===== src/rtl/adc_dbg_pkg.sv =====
// Shared types and constants for the 12-bit ADC debug/metering path.
package adc_dbg_pkg;

  localparam int ADC_W = 12;
  localparam logic [ADC_W-1:0] ADC_FS_POS = 12'd2047;

  typedef logic signed [ADC_W-1:0] adc_sample_t;

  // The one code whose magnitude does not fit in ADC_W-1 bits.
  localparam adc_sample_t ADC_FS_NEG = adc_sample_t'(12'h800);

  typedef enum logic {
    ST_HOLD,
    ST_DECAY
  } hold_state_t;

  function automatic logic [ADC_W-1:0] umax(input logic [ADC_W-1:0] a,
                                            input logic [ADC_W-1:0] b);
    return (a > b) ? a : b;
  endfunction

endpackage


===== src/rtl/adc_abs_sat.sv =====
// Registered absolute-value stage: |data| saturated to full scale, forced to
// full scale when the converter flagged out-of-range.
module adc_abs_sat
  import adc_dbg_pkg::*;
(
  input  logic              clk,
  input  logic              rst_n,
  input  adc_sample_t       data,
  input  logic              otr,
  input  logic              valid,
  output logic [ADC_W-1:0]  mag,
  output logic              mag_otr,
  output logic              mag_valid
);

  logic [ADC_W-1:0] mag_next;
  logic [ADC_W-1:0] mag_reg;
  logic             otr_reg;
  logic             valid_reg;

  always_comb begin
    mag_next = data;
    if (otr || (data == ADC_FS_NEG)) begin
      mag_next = ADC_FS_POS;
    end else if (data[ADC_W-1]) begin
      mag_next = ADC_W'(-data);
    end
  end

  always_ff @(posedge clk) begin
    if (!rst_n) begin
      mag_reg   <= '0;
      otr_reg   <= 1'b0;
      valid_reg <= 1'b0;
    end else begin
      mag_reg   <= mag_next;
      otr_reg   <= otr;
      valid_reg <= valid;
    end
  end

  assign mag       = mag_reg;
  assign mag_otr   = otr_reg;
  assign mag_valid = valid_reg;

endmodule


===== src/rtl/adc_peak_hold.sv =====
// Windowed peak detector: per-window maximum of |sample|, held for a number of
// window closes and then decayed geometrically; OTR is stretched alongside.
module adc_peak_hold
  import adc_dbg_pkg::*;
#(
  parameter int WIN_LOG2     = 16,
  parameter int HOLD_WINDOWS = 8,
  parameter int DECAY_SHIFT  = 3
) (
  input  logic        clk,
  input  logic        rst_n,
  input  adc_sample_t adc_data,
  input  logic        adc_otr,
  input  logic        sample_en,
  output adc_sample_t peak_data,
  output logic        peak_valid,
  output logic        otr_hold
);

  localparam int CNT_W = $clog2(HOLD_WINDOWS + 1);
  localparam logic [CNT_W-1:0] HOLD_LOAD = CNT_W'(HOLD_WINDOWS);

  // S1 input register
  adc_sample_t data1_reg;
  logic        otr1_reg;
  logic        v1_reg;

  // S2 outputs
  logic [ADC_W-1:0] mag;
  logic             mag_otr;
  logic             mag_valid;

  // S3 window and hold state
  logic [ADC_W-1:0]    win_max_reg, win_max_next;
  logic                win_otr_reg, win_otr_next;
  logic [WIN_LOG2-1:0] win_cnt_reg, win_cnt_next;
  hold_state_t         state_reg, state_next;
  logic [CNT_W-1:0]    hold_cnt_reg, hold_cnt_next;
  logic [CNT_W-1:0]    otr_cnt_reg, otr_cnt_next;
  logic [ADC_W-1:0]    peak_reg, peak_next;
  logic                peak_valid_reg, peak_valid_next;
  logic                otr_hold_reg, otr_hold_next;

  logic [ADC_W-1:0] wm;
  logic             wo;
  logic             win_close;
  logic [ADC_W-1:0] step;

  always_ff @(posedge clk) begin
    if (!rst_n) begin
      data1_reg <= '0;
      otr1_reg  <= 1'b0;
      v1_reg    <= 1'b0;
    end else begin
      data1_reg <= adc_data;
      otr1_reg  <= adc_otr;
      v1_reg    <= sample_en;
    end
  end

  adc_abs_sat u_abs_sat (
    .clk       (clk),
    .rst_n     (rst_n),
    .data      (data1_reg),
    .otr       (otr1_reg),
    .valid     (v1_reg),
    .mag       (mag),
    .mag_otr   (mag_otr),
    .mag_valid (mag_valid)
  );

  assign wm        = umax(win_max_reg, mag);
  assign wo        = win_otr_reg | mag_otr;
  assign win_close = &win_cnt_reg;

  // Decay step never drops to zero, so small peaks still bleed away.
  always_comb begin
    step = peak_reg >> DECAY_SHIFT;
    if (step == '0) begin
      step = ADC_W'(1);
    end
  end

  always_comb begin
    win_max_next    = win_max_reg;
    win_otr_next    = win_otr_reg;
    win_cnt_next    = win_cnt_reg;
    state_next      = state_reg;
    hold_cnt_next   = hold_cnt_reg;
    otr_cnt_next    = otr_cnt_reg;
    peak_next       = peak_reg;
    peak_valid_next = 1'b0;

    if (mag_valid) begin
      if (win_close) begin
        win_max_next    = '0;
        win_otr_next    = 1'b0;
        win_cnt_next    = '0;
        peak_valid_next = 1'b1;

        if (wm >= peak_reg) begin
          peak_next     = wm;
          hold_cnt_next = HOLD_LOAD;
          state_next    = ST_HOLD;
        end else begin
          case (state_reg)
            ST_HOLD: begin
              if (hold_cnt_reg == CNT_W'(1)) begin
                state_next = ST_DECAY;
              end else begin
                hold_cnt_next = hold_cnt_reg - 1'b1;
              end
            end
            default: begin
              peak_next = umax(wm, peak_reg - step);
            end
          endcase
        end

        if (wo) begin
          otr_cnt_next = HOLD_LOAD;
        end else if (otr_cnt_reg != '0) begin
          otr_cnt_next = otr_cnt_reg - 1'b1;
        end
      end else begin
        win_max_next = wm;
        win_otr_next = wo;
        win_cnt_next = win_cnt_reg + 1'b1;
      end
    end

    otr_hold_next = (otr_cnt_next != '0);
  end

  always_ff @(posedge clk) begin
    if (!rst_n) begin
      win_max_reg    <= '0;
      win_otr_reg    <= 1'b0;
      win_cnt_reg    <= '0;
      state_reg      <= ST_DECAY;
      hold_cnt_reg   <= '0;
      otr_cnt_reg    <= '0;
      peak_reg       <= '0;
      peak_valid_reg <= 1'b0;
      otr_hold_reg   <= 1'b0;
    end else begin
      win_max_reg    <= win_max_next;
      win_otr_reg    <= win_otr_next;
      win_cnt_reg    <= win_cnt_next;
      state_reg      <= state_next;
      hold_cnt_reg   <= hold_cnt_next;
      otr_cnt_reg    <= otr_cnt_next;
      peak_reg       <= peak_next;
      peak_valid_reg <= peak_valid_next;
      otr_hold_reg   <= otr_hold_next;
    end
  end

  assign peak_data  = adc_sample_t'(peak_reg);
  assign peak_valid = peak_valid_reg;
  assign otr_hold   = otr_hold_reg;

endmodule


===== config.mk =====
export PLATFORM = sky130hd
export DESIGN_NAME = adc_peak_hold
export DESIGN_NICKNAME = d
export VERILOG_FILES = /design/src/rtl/adc_dbg_pkg.sv /design/src/rtl/adc_abs_sat.sv /design/src/rtl/adc_peak_hold.sv
export SDC_FILE = /design/constraint.sdc
export NUM_CORES = 1
export LEC_CHECK = 0
export CAP_MARGIN = 10
export CORE_AREA = 3 3 121 123
export DETAILED_ROUTE_END_ITERATION = 10
export DIE_AREA = 0 0 124 126
export PLACE_DENSITY = 0.61
export SYNTH_ARGS = -nofsm -noshare
export SYNTH_HDL_FRONTEND = slang
export SYNTH_SLANG_ARGS = --single-unit

===== constraint.sdc =====
create_clock -name clk -period 5.05 [get_ports clk]
set_input_delay 0.7575 -clock clk [delete_from_list [all_inputs] [get_ports clk]]
set_output_delay 0.7575 -clock clk [all_outputs]
set_load 0.02 [all_outputs]

## Word-level counts from Yosys, hierarchy flattened

Cells that the tools add are included.
W data, S select, Z words.

- $add $sub $neg: 5
- Magnitude comparators: 3
- Equality and inequality tests: 4
- Muxes and demuxes: 21
- Bitwise operators: 3
- Reduce and logical (&&, ||, !) cells: 11

Operators by type and width:

| operator | count |
|---|---|
| $mux W12 | 5 |
| $mux W4 | 7 |
| $gt A12 B12 Y1 | 2 |
| $mux W11 | 2 |
| $reduce_and A19 Y1 | 1 |
| $reduce_and A18 Y1 | 1 |
| $reduce_and A17 Y1 | 1 |
| $add A16 B1 Y16 const B | 1 |
| $mux W16 | 1 |
| $reduce_and A16 Y1 | 1 |
| $eq A12 B12 Y1 const B | 1 |
| $ge A12 B12 Y1 | 1 |
| $logic_not A12 Y1 | 1 |
| $neg A12 Y12 | 1 |
| $sub A12 B12 Y12 | 1 |
| $mux W9 | 1 |
| $reduce_bool A4 Y1 | 2 |
| $sub A4 B1 Y4 const B | 2 |
| $mux W1 | 5 |
| $eq A4 B1 Y1 const B | 1 |
| $reduce_or A3 Y1 | 1 |
| $ne A2 B1 Y1 const B | 1 |
| $ne A2 B2 Y1 const B | 1 |
| $not A1 Y1 | 2 |
| 4 further kinds | 4 |

- Register bits after elaboration: 80
- Input bits: 16
- Output and inout port bits: 14
- Word-level logic and storage cells: 63

## Longest topological paths before layout

Gate-level depths: netlist of run 1.

- Depth after elaboration: 7
- Mapped depth: 18
- Mapped depth without buffers: 17

## Hierarchy

From an unflattened synthesis of run 1, not the netlist that was laid out.

- Cell total of the unflattened synthesis: 557
- Area, all modules: 4807.1 um^2

By module, submodules not included:

| module | instances | cells an instance | area an instance (um^2) | sequential area each (um^2) |
|---|---|---|---|---|
| adc_peak_hold | 1 | 495 | 4171.5 | 1321.3 |
| adc_abs_sat | 1 | 62 | 635.6 | 280.3 |

## Worst setup path before layout of run 1

OpenSTA, ideal clock, no wires.

- Path kind: register to register
- From: register peak_reg[4], in the netlist peak_data[4]
- To: register peak_reg[5], in the netlist peak_data[5]
- Library setup time: 0.120 ns
- Arrival: 3.933 ns
- Required time: 4.930 ns
- Path slack: 0.997 ns
- Cell stages (with the launch flop): 19
- Buffers on the path: 1
- Period minus slack after synthesis: 4.053 ns
- Cells stage by stage: dfxtp_1 > nor4_1 > a41o_1 > ha_1 > fa_1 > nor2b_1 > o2111ai_1 > and4b_1 > o21ai_0 > xnor2_1 > ha_1 > and3_1 > nand4_1 > a21oi_1 > a2111oi_0 > o21bai_1 > buf_2 > and2_0 > o31a_1

- Word-level cells in the longest chain between the ends: 7
- Elaborated cells between the ends (all ways): 10
- Those cells by class: add/sub: 1; order compare: 2; mux: 4; reduce/logical: 3

Ends and longest elaborated chain:

| what | line | source |
|---|---|---|
| start: declaration | adc_peak_hold.sv:40 | `logic [ADC_W-1:0] peak_reg, peak_next;` |
| start signal: assignment | adc_peak_hold.sv:153 | `peak_reg <= peak_next;` |
| $logic_not A12 Y1 | adc_peak_hold.sv:79 | `if (step == '0) begin` |
| $mux W9 | adc_peak_hold.sv:79 |  |
| $sub A12 B12 Y12 | adc_peak_hold.sv:115 | `peak_next = umax(wm, peak_reg - step);` |
| $gt A12 B12 Y1 | adc_dbg_pkg.sv:19 | `return (a > b) ? a : b;` |
| $mux W12 | adc_dbg_pkg.sv:19 |  |
| $mux W12 | adc_peak_hold.sv:106 | `case (state_reg)` |
| $mux W12 | adc_peak_hold.sv:101 | `if (wm >= peak_reg) begin` |

Several ways; a longest one is shown, not always the timed one. The select of a mux whose other input is x is not followed.
A chain may end at the register's enable or synchronous reset.

## Final worst setup path of run 1

- From: register peak_reg[4], in the netlist peak_data[4]
- To: register peak_reg[11], in the netlist peak_data[11]

The elaborated chain is that of the path after synthesis.

==> metrics.md, run 1 <==
| Metric | Value |
|---|---|
| Met1 WL | 4.663 mm |
| Measured slew at the worst slew-check pin | 0.8509 ns |
| WL met3 | 306 um |
| Final layout net count | 660 |
| WL per Instance | 13.31 um |
| CP startpoint | peak_data[4] |
| Crit path max fanout | 18 |
| Clock root buffer | clkbuf_16 |
| Crit-path max cell delay | 0.49 ns |
| Worst R2R Setup Slack | 0.65 ns |
| GRT Util Overall | 14.09% |
| Main flop type after synthesis | dfxtp_1 |
| Cell count after synthesis | 565 |
| Final hold violation count | 0 |
| Final setup skew | 0.006753 ns |
| Ant diodes | 0 |
| TNS Setup | 0 ns |
| Combinational Power Share | 12.6% |
| Sequential-to-total area share from yosys stat | 33.94% |
| Final Slew Violations | 0 |
| Arr. time, crit path | 4.67 ns |
| Switching fraction of total power | 25.71% |
| Vias | 3899 |
| Max-Slew Margin vs Limit | 42.89% |
| CP Data Required Time | 5.32 ns |
| Reg-to-reg endpoint | peak_data[11] |
| Tcrit/Tclk final | 87.12% |
| Die W | 124 um |
| First-pass GRT wire length | 17.98 mm |
| Synth Area per Inst | 8.351 sq um |
| Die area | 15620 sq um |
| Worst min path class | flop to flop |
| PostCTS Resize Cnt | 0 |
| Synthesized Nets | 632 |
| PortBufs | 29 |
| Crit-path leading delay family | compound AO/OA/AOI/OAI gates |
| Capture point of the critical path | peak_data[11] |
| Number of global-route vias before repair | 3932 |
| IO Count | 30 |
| Clock Sinks | 80 |
| Asr flop ratio synth | 0% |
| Post-route setup slack | 0.6504 ns |
| CP max stage cell | dfxtp_1 |
| Class of the most critical setup path | flop to flop |
| CTS H-tree lvls | 3 |
| DP HPWL | 7.816 mm |
| Largest net degree at the start of global routing | 34 |
| WL final | 10.36 mm |
| Later-pin clock latency in the skew report | 0.34 ns |
| Multi-input combinational cell area | 2855 sq um |
| Sequential cell area | 1602 sq um |
| EDFF count, synth | 0 |
| Max-Cap Viols | 0 |
| Post-CTS setup repair buffer count | 0 |
| Synthesized area | 4718 sq um |
| Clock transition at path regs | 0.06 ns |
| Leakage power | 2.161 nW |
| Initial core utilization | 34.26% |
| P_sw | 389.2 uW |
| Yosys cell types | 55 |
| Worst vdd ir | 145.1 uV |
| Layout fillers | 1441 |
| Warnings, synthesis | 0 |
| Met2 Wirelength | 5.197 mm |
| Highest routed layer | met4 |
| Crit-path cells | nor4_1, a41o_1, ha_1, fa_1, nor2b_1, o2111ai_1, and4b_1, o21ai_0, xnor2_1, ha_1, and3_1, nand4_1, a21oi_1, a2111oi_0, o21bai_1, buf_4, or3_1, a31oi_1 |
| DR DRC count | 0 |
| CTS max path bufs | 2 |
| Clock power frac | 43.7% |
| Drt via density | 5.012 |
| RSZ-0062 raised after global routing | no |
| Pre-CTS WS | 0.6776 ns |
| Status | finished clean |
| Critical path startpoint category | flop |
| Drt first-iter violations | 167 |
| Drt first pass iters | 4 |
| Final ANT Viol Nets | 0 |
| Flops & latches, synth | 80 |
| Die height | 126 um |
| Worst Path Buf+Inv | 1 |
| Post-DP Area | 5197 sq um |
| Final Core Density | 39.96% |
| Setup violators final | 0 |
| Rows | 43 |
| Total power | 1.514 mW |
| R2R Path Start | peak_data[4] |
| Power Internal | 1.125 mW |
| Min Clock Period, post-route | 4.400 ns |
| Cell depth of the worst hold path | 1 |
| Seq pwr share | 43.7% |
| PD cells | 275.1 nW/um^2 |
| CP endpoint kind | flop |
| CTS tree | done |
| Area growth, synth to finish | 16.65% |
| Reg2Reg Depth | 18 |
| CP Depth | 18 |
| CP dominant cell by count | ha_1 |
| Layout cells sized above 1 | 6.689% |
| Final GP Congestion | 0.8113 |
| Final Cell Area | 5504 sq um |
| Fmax | 227.3 MHz |
| Congestion Overflow GR | 0 |
| Clock buffer count from CTS | 9 |
| Largest register FFs | 16 |
| Core box area | 13770 sq um |
| CTS Hold Buffers Added | 0 |
| Initial antenna violation count | 0 |
## layer usage
layer,up-vias,global-route usage (%)
met5,-,0
met4,0,4.768
met3,15,3.188
met2,39,24.75
met1,1829,16.75
li1,2016,-
## through the flow
| step | hold slack (ns) | std cells |
|---|---|---|
| 2_1_floorplan | 0.4119 | 565 |
| 3_3_place_gp | 0.4220 | 762 |
| 3_5_place_dp | 0.4191 | 762 |
| 4_1_cts | 0.4338 | 778 |
| 5_1_grt | 0.4646 | 778 |
| 6_report | 0.4343 | 778 |
## cells in the final DEF (no fill, tap or decap), types with 2 or more instances in the layout
master / n
dfxtp_1: 80
a21oi_1: 51
ha_1: 50
inv_1: 47
nor2_1: 46
nand2_1: 43
o21ai_0: 29
clkdlybuf4s50_1: 29
xor2_1: 21
and2_1: 19
nand3_1: 18
nand4_1: 13
nand2b_1: 13
mux2_2: 12
or3_1: 11
xnor2_1: 10
clkbuf_16: 9
nor2b_1: 8
mux2i_1: 8
nor3_1: 6
buf_4: 6
o31ai_1: 5
a31oi_1: 5
a211oi_1: 4
and3_1: 4
a2bb2oi_1: 4
clkinv_4: 4
a21o_1: 3
o211ai_1: 3
o21bai_1: 3
o21a_1: 2
o21ai_1: 2
nor4_1: 2
and3_4: 2
or2_1: 2
o31a_1: 2
## logic make-up (layout without fill, tap and decap cells)
logic type | after synthesis | after routing | share of synthesized area [%]
compound gates | 121 | 121 | 15.25
xor+xnor | 31 | 31 | 5.754
fa+ha+maj | 51 | 51 | 13.68
buf+inv | 66 | 99 | 5.542
flops | 80 | 80 | 33.94
mux | 20 | 20 | 4.561
simple gates | 196 | 196 | 21.27
## cell usage after synthesis, drive strengths merged (5+ instances only)
cell type / number / area, sq um
dfxtp: 80 / 1602
a21oi: 51 / 255.2
ha: 50 / 625.6
inv: 47 / 176.4
nor2: 46 / 172.7
nand2: 43 / 161.4
o21ai: 31 / 155.1
xor2: 21 / 183.9
and2: 20 / 125.1
nand3: 19 / 100.1
clkbuf: 14 / 52.55
nand2b: 13 / 81.33
nand4: 13 / 81.33
mux2: 12 / 135.1
or3: 11 / 68.82
xnor2: 10 / 87.58
mux2i: 8 / 80.08
nor2b: 8 / 50.05
nor3: 7 / 40.04
and3: 6 / 47.54
a31oi: 5 / 31.28
o31ai: 5 / 37.54
## power groups by stage
stage	sequential, mW	combinational [mW]	clock (mW)
after global routing	0.665	0.215	0.708
final	0.662	0.191	0.661
after CTS	0.662	0.191	0.680
after global placement	0.676	0.183	0
after detailed placement	0.676	0.189	0
after floorplan	0.670	0.140	0
## worst reg2reg max path: stages (launching register included)
cell and delay (ns):
dfxtp_1 0.49, nor4_1 0.10, a41o_1 0.26, ha_1 0.21
fa_1 0.41, nor2b_1 0.20, o2111ai_1 0.12, and4b_1 0.27
o21ai_0 0.23, xnor2_1 0.20, ha_1 0.29, and3_1 0.17
nand4_1 0.13, a21oi_1 0.08, a2111oi_0 0.36, o21bai_1 0.10
buf_4 0.21, or3_1 0.33, a31oi_1 0.17
## final cells by class
cell class / instances / area share [%]
clock inverter: 7 / 1.478
clock buffer: 9 / 4.092
inverter: 48 / 3.273
timing repair buffer: 35 / 6.092
sequential: 80 / 29.10
tap: 180 / 4.092
multi-input combinational: 419 / 51.88
## worst min-delay path by stage
stage                          endpoint  startpoint
floorplan           u_abs_sat.mag_valid      v1_reg
global placement    u_abs_sat.mag_valid      v1_reg
detailed placement  u_abs_sat.mag_valid      v1_reg
CTS                 u_abs_sat.mag_valid      v1_reg
global route        u_abs_sat.mag_valid      v1_reg
finish              u_abs_sat.mag_valid      v1_reg
Note: power is estimated with default switching activity, not from simulation.
==> run 2: changes to the inputs <==
--- a/config.mk
+++ b/config.mk
@@ -6,10 +6,12 @@
 export NUM_CORES = 1
 export LEC_CHECK = 0
 export CAP_MARGIN = 10
-export CORE_AREA = 3 3 121 123
+export CELL_PAD_IN_SITES_DETAIL_PLACEMENT = 0
+export CELL_PAD_IN_SITES_GLOBAL_PLACEMENT = 2
+export CORE_AREA = 3 3 119 121
 export DETAILED_ROUTE_END_ITERATION = 10
-export DIE_AREA = 0 0 124 126
-export PLACE_DENSITY = 0.61
+export DIE_AREA = 0 0 122 124
+export PLACE_DENSITY = 0.88
 export SYNTH_ARGS = -nofsm -noshare
 export SYNTH_HDL_FRONTEND = slang
 export SYNTH_SLANG_ARGS = --single-unit
==> run 2 against run 1 <==
Net effect: flip-flop and latch count did not move; final area increased by 1.3%; worst hold slack improved by 0.015 ns; combinational power barely moved; largest cell class unchanged.
==> metrics.md, run 2 (synthesized netlist as in run 1, its figures left out) <==
| Metric | Value |
|---|---|
| Clock root buffer | clkbuf_16 |
| Final layout net count | 662 (+0.30%) |
| Fmax | 224.5 MHz (-1.2%) |
| GRT Util Overall | 14.70% (+0.61 points) |
| PostCTS Resize Cnt | 0 (unchanged) |
| Final Slew Violations | 0 (unchanged) |
| Status | finished clean |
| DR DRC count | 0 (unchanged) |
| Die height | 124 um (-1.6%) |
| Number of global-route vias before repair | 3787 (-3.7%) |
| Largest net degree at the start of global routing | 43 (+26%) |
| First-pass GRT wire length | 17.88 mm (-0.54%) |
| Most common cell after layout, fill and taps aside | dfxtp_1 |
| WHS | 0.4494 ns (+0.01516 ns) |
| CTS max path bufs | 2 (unchanged) |
| Largest register FFs | 16 (unchanged) |
| Die area | 15130 sq um (-3.2%) |
| Ant diodes | 0 (unchanged) |
| Worst Path Buf+Inv | 1 (unchanged) |
| Clock Sinks | 80 (unchanged) |
| CTS H-tree lvls | 3 (unchanged) |
| PortBufs | 29 (unchanged) |
| CP max stage cell | dfxtp_1 |
| PD cells | 296.1 nW/um^2 (+7.7%) |
| Drt first-iter violations | 162 (-3.0%) |
| WL final | 10.38 mm (+0.24%) |
| Rows | 42 (-2.3%) |
| CP endpoint kind | flop |
| Clock transition at path regs | 0.06 ns (about the same) |
| Final GP Congestion | 0.8266 (+1.9%) |
| Measured slew at the worst slew-check pin | 0.7619 ns (-0.08906 ns) |
| TNS Setup | 0 ns (unchanged) |
| Layout cells sized above 1 | 7.000% (+0.31 points) |
| Final ANT Viol Nets | 0 (unchanged) |
| Reg2Reg Depth | 18 (unchanged) |
| Worst vdd ir | 178.1 uV (+23%) |
| Leakage power | 2.195 nW (+1.6%) |
| Initial core utilization | 35.77% (+1.5 points) |
| Post-CTS setup repair buffer count | 0 (unchanged) |
| Crit-path cells | nor4_1, a41o_1, ha_1, fa_1, nor2b_1, o2111ai_1, and4b_1, o21ai_0, xnor2_1, ha_1, and3_1, nand4_1, a21oi_1, a2111oi_0, o21bai_1, buf_4, or3_1, a31oi_1 |
| Later-pin clock latency in the skew report | 0.34 ns (about the same) |
| Crit-path leading delay family | compound AO/OA/AOI/OAI gates |
| Setup violators final | 0 (unchanged) |
| Critical path startpoint category | flop |
| Class of the most critical setup path | flop to flop |
| Drt first pass iters | 4 (unchanged) |
| Area growth, synth to finish | 18.19% |
| Min Clock Period, post-route | 4.454 ns (+0.05455 ns) |
| Pre-CTS WS | 0.6154 ns (-0.06216 ns) |
| Drt via density | 4.968 (-0.87%) |
| Initial antenna violation count | 0 (unchanged) |
| CTS Hold Buffers Added | 0 (unchanged) |
| Final setup skew | 0.007418 ns (+0.0006649 ns) |
| Cell depth of the worst hold path | 1 (unchanged) |
| IO Count | 30 (unchanged) |
| Post-DP Area | 5207 sq um (+0.19%) |
| Congestion Overflow GR | 0 (unchanged) |
| Vias | 3855 (-1.1%) |
| Most frequent cells in the layout | 80 x dfxtp_1, 51 x a21oi_1, 50 x ha_1 |
| WL per Instance | 13.38 um (+0.50%) |
| RSZ-0062 raised after global routing | no |
| Max-Cap Viols | 0 (unchanged) |
| Clock buffer count from CTS | 9 (unchanged) |
| Final hold violation count | 0 (unchanged) |
| CTS tree | done |
| Core box area | 13190 sq um (-4.2%) |
| CP dominant cell by count | ha_1 |
| Crit path max fanout | 18 (unchanged) |
| Post-route setup slack | 0.5959 ns (-0.05455 ns) |
| CP Data Required Time | 5.31 ns (about the same) |
| DP HPWL | 7.902 mm (+1.1%) |
| Worst min path class | flop to flop |
| Crit-path max cell delay | 0.52 ns (+0.03 ns) |
| Die W | 122 um (-1.6%) |
| CP Depth | 18 (unchanged) |
| Tcrit/Tclk final | 88.20% (+1.1 points) |
| Max-Slew Margin vs Limit | 49.21% (+6.3 points) |
| Arr. time, crit path | 4.71 ns (+0.04 ns) |
| Final Cell Area | 5577 sq um (+1.3%) |
run 2: cell count changes in the layout (fill, tap and decap cells not counted):
| cell | before | now |
|---|---|---|
| buf_4 | 6 | 8 |
| bufinv_16 | 1 | 4 |
| clkinv_4 | 4 | 1 |
| clkinvlp_4 | 1 | 2 |
| inv_6 | 1 | 0 |
| o21ai_0 | 29 | 30 |
| o21ai_1 | 2 | 1 |
run 2: worst paths after layout:
check / start / end / slack, ns
max reg2reg: peak_data[4] / peak_data[11] / 0.60
min reg2reg: v1_reg / u_abs_sat.mag_valid / 0.45
min: v1_reg / u_abs_sat.mag_valid / 0.45
max: peak_data[4] / peak_data[11] / 0.60
run 2: metal layers:
| layer | vias to the layer above | GRT usage, % | share of wire (%) |
|---|---|---|---|
| met5 | - | 0 | 0 |
| met4 | 0 | 3.782 | 1.1 |
| met3 | 10 | 3.860 | 3.1 |
| met2 | 42 | 25.28 | 49 |
| met1 | 1785 | 18.36 | 47 |
| li1 | 2018 | - | - |
run 2: metrics by stage:
stage                     total power, mW  utilization, %  std cells
final                               1.651           42.28        776
after global routing                1.725           42.28        776
after CTS                           1.669           42.28        776
after detailed placement           0.8677           39.48        760
after global placement             0.8637           39.48        760
after floorplan                    0.8105               -        565
run 2: cell type report:
| type | count | area [sq um] |
|---|---|---|
| Clock buffer | 9 | 225.2 |
| Clock inverter | 7 | 143.9 |
| Fill cell | 1342 | 7614 |
| Inverter | 48 | 180.2 |
| Multi-Input combinational cell | 419 | 2855 |
| Sequential cell | 80 | 1602 |
| Tap cell | 176 | 220.2 |
| Timing Repair Buffer | 37 | 350.3 |
run 2: where the power goes:
group | switching [mW] | internal [mW]
Combinational | 0.101 | 0.0896
Sequential | 0.0137 | 0.648
Clock | 0.266 | 0.534
Total | 0.380 | 1.27
==> run 3: changes to the inputs <==
--- a/config.mk
+++ b/config.mk
@@ -9,6 +9,8 @@
 export CELL_PAD_IN_SITES_DETAIL_PLACEMENT = 0
 export CELL_PAD_IN_SITES_GLOBAL_PLACEMENT = 2
 export CORE_AREA = 3 3 119 121
+export CTS_CLUSTER_DIAMETER = 200
+export CTS_CLUSTER_SIZE = 8
 export DETAILED_ROUTE_END_ITERATION = 10
 export DIE_AREA = 0 0 122 124
 export PLACE_DENSITY = 0.88
==> results of run 3 <==
The final DEF is identical to that of run 2; final timing and power are the same.
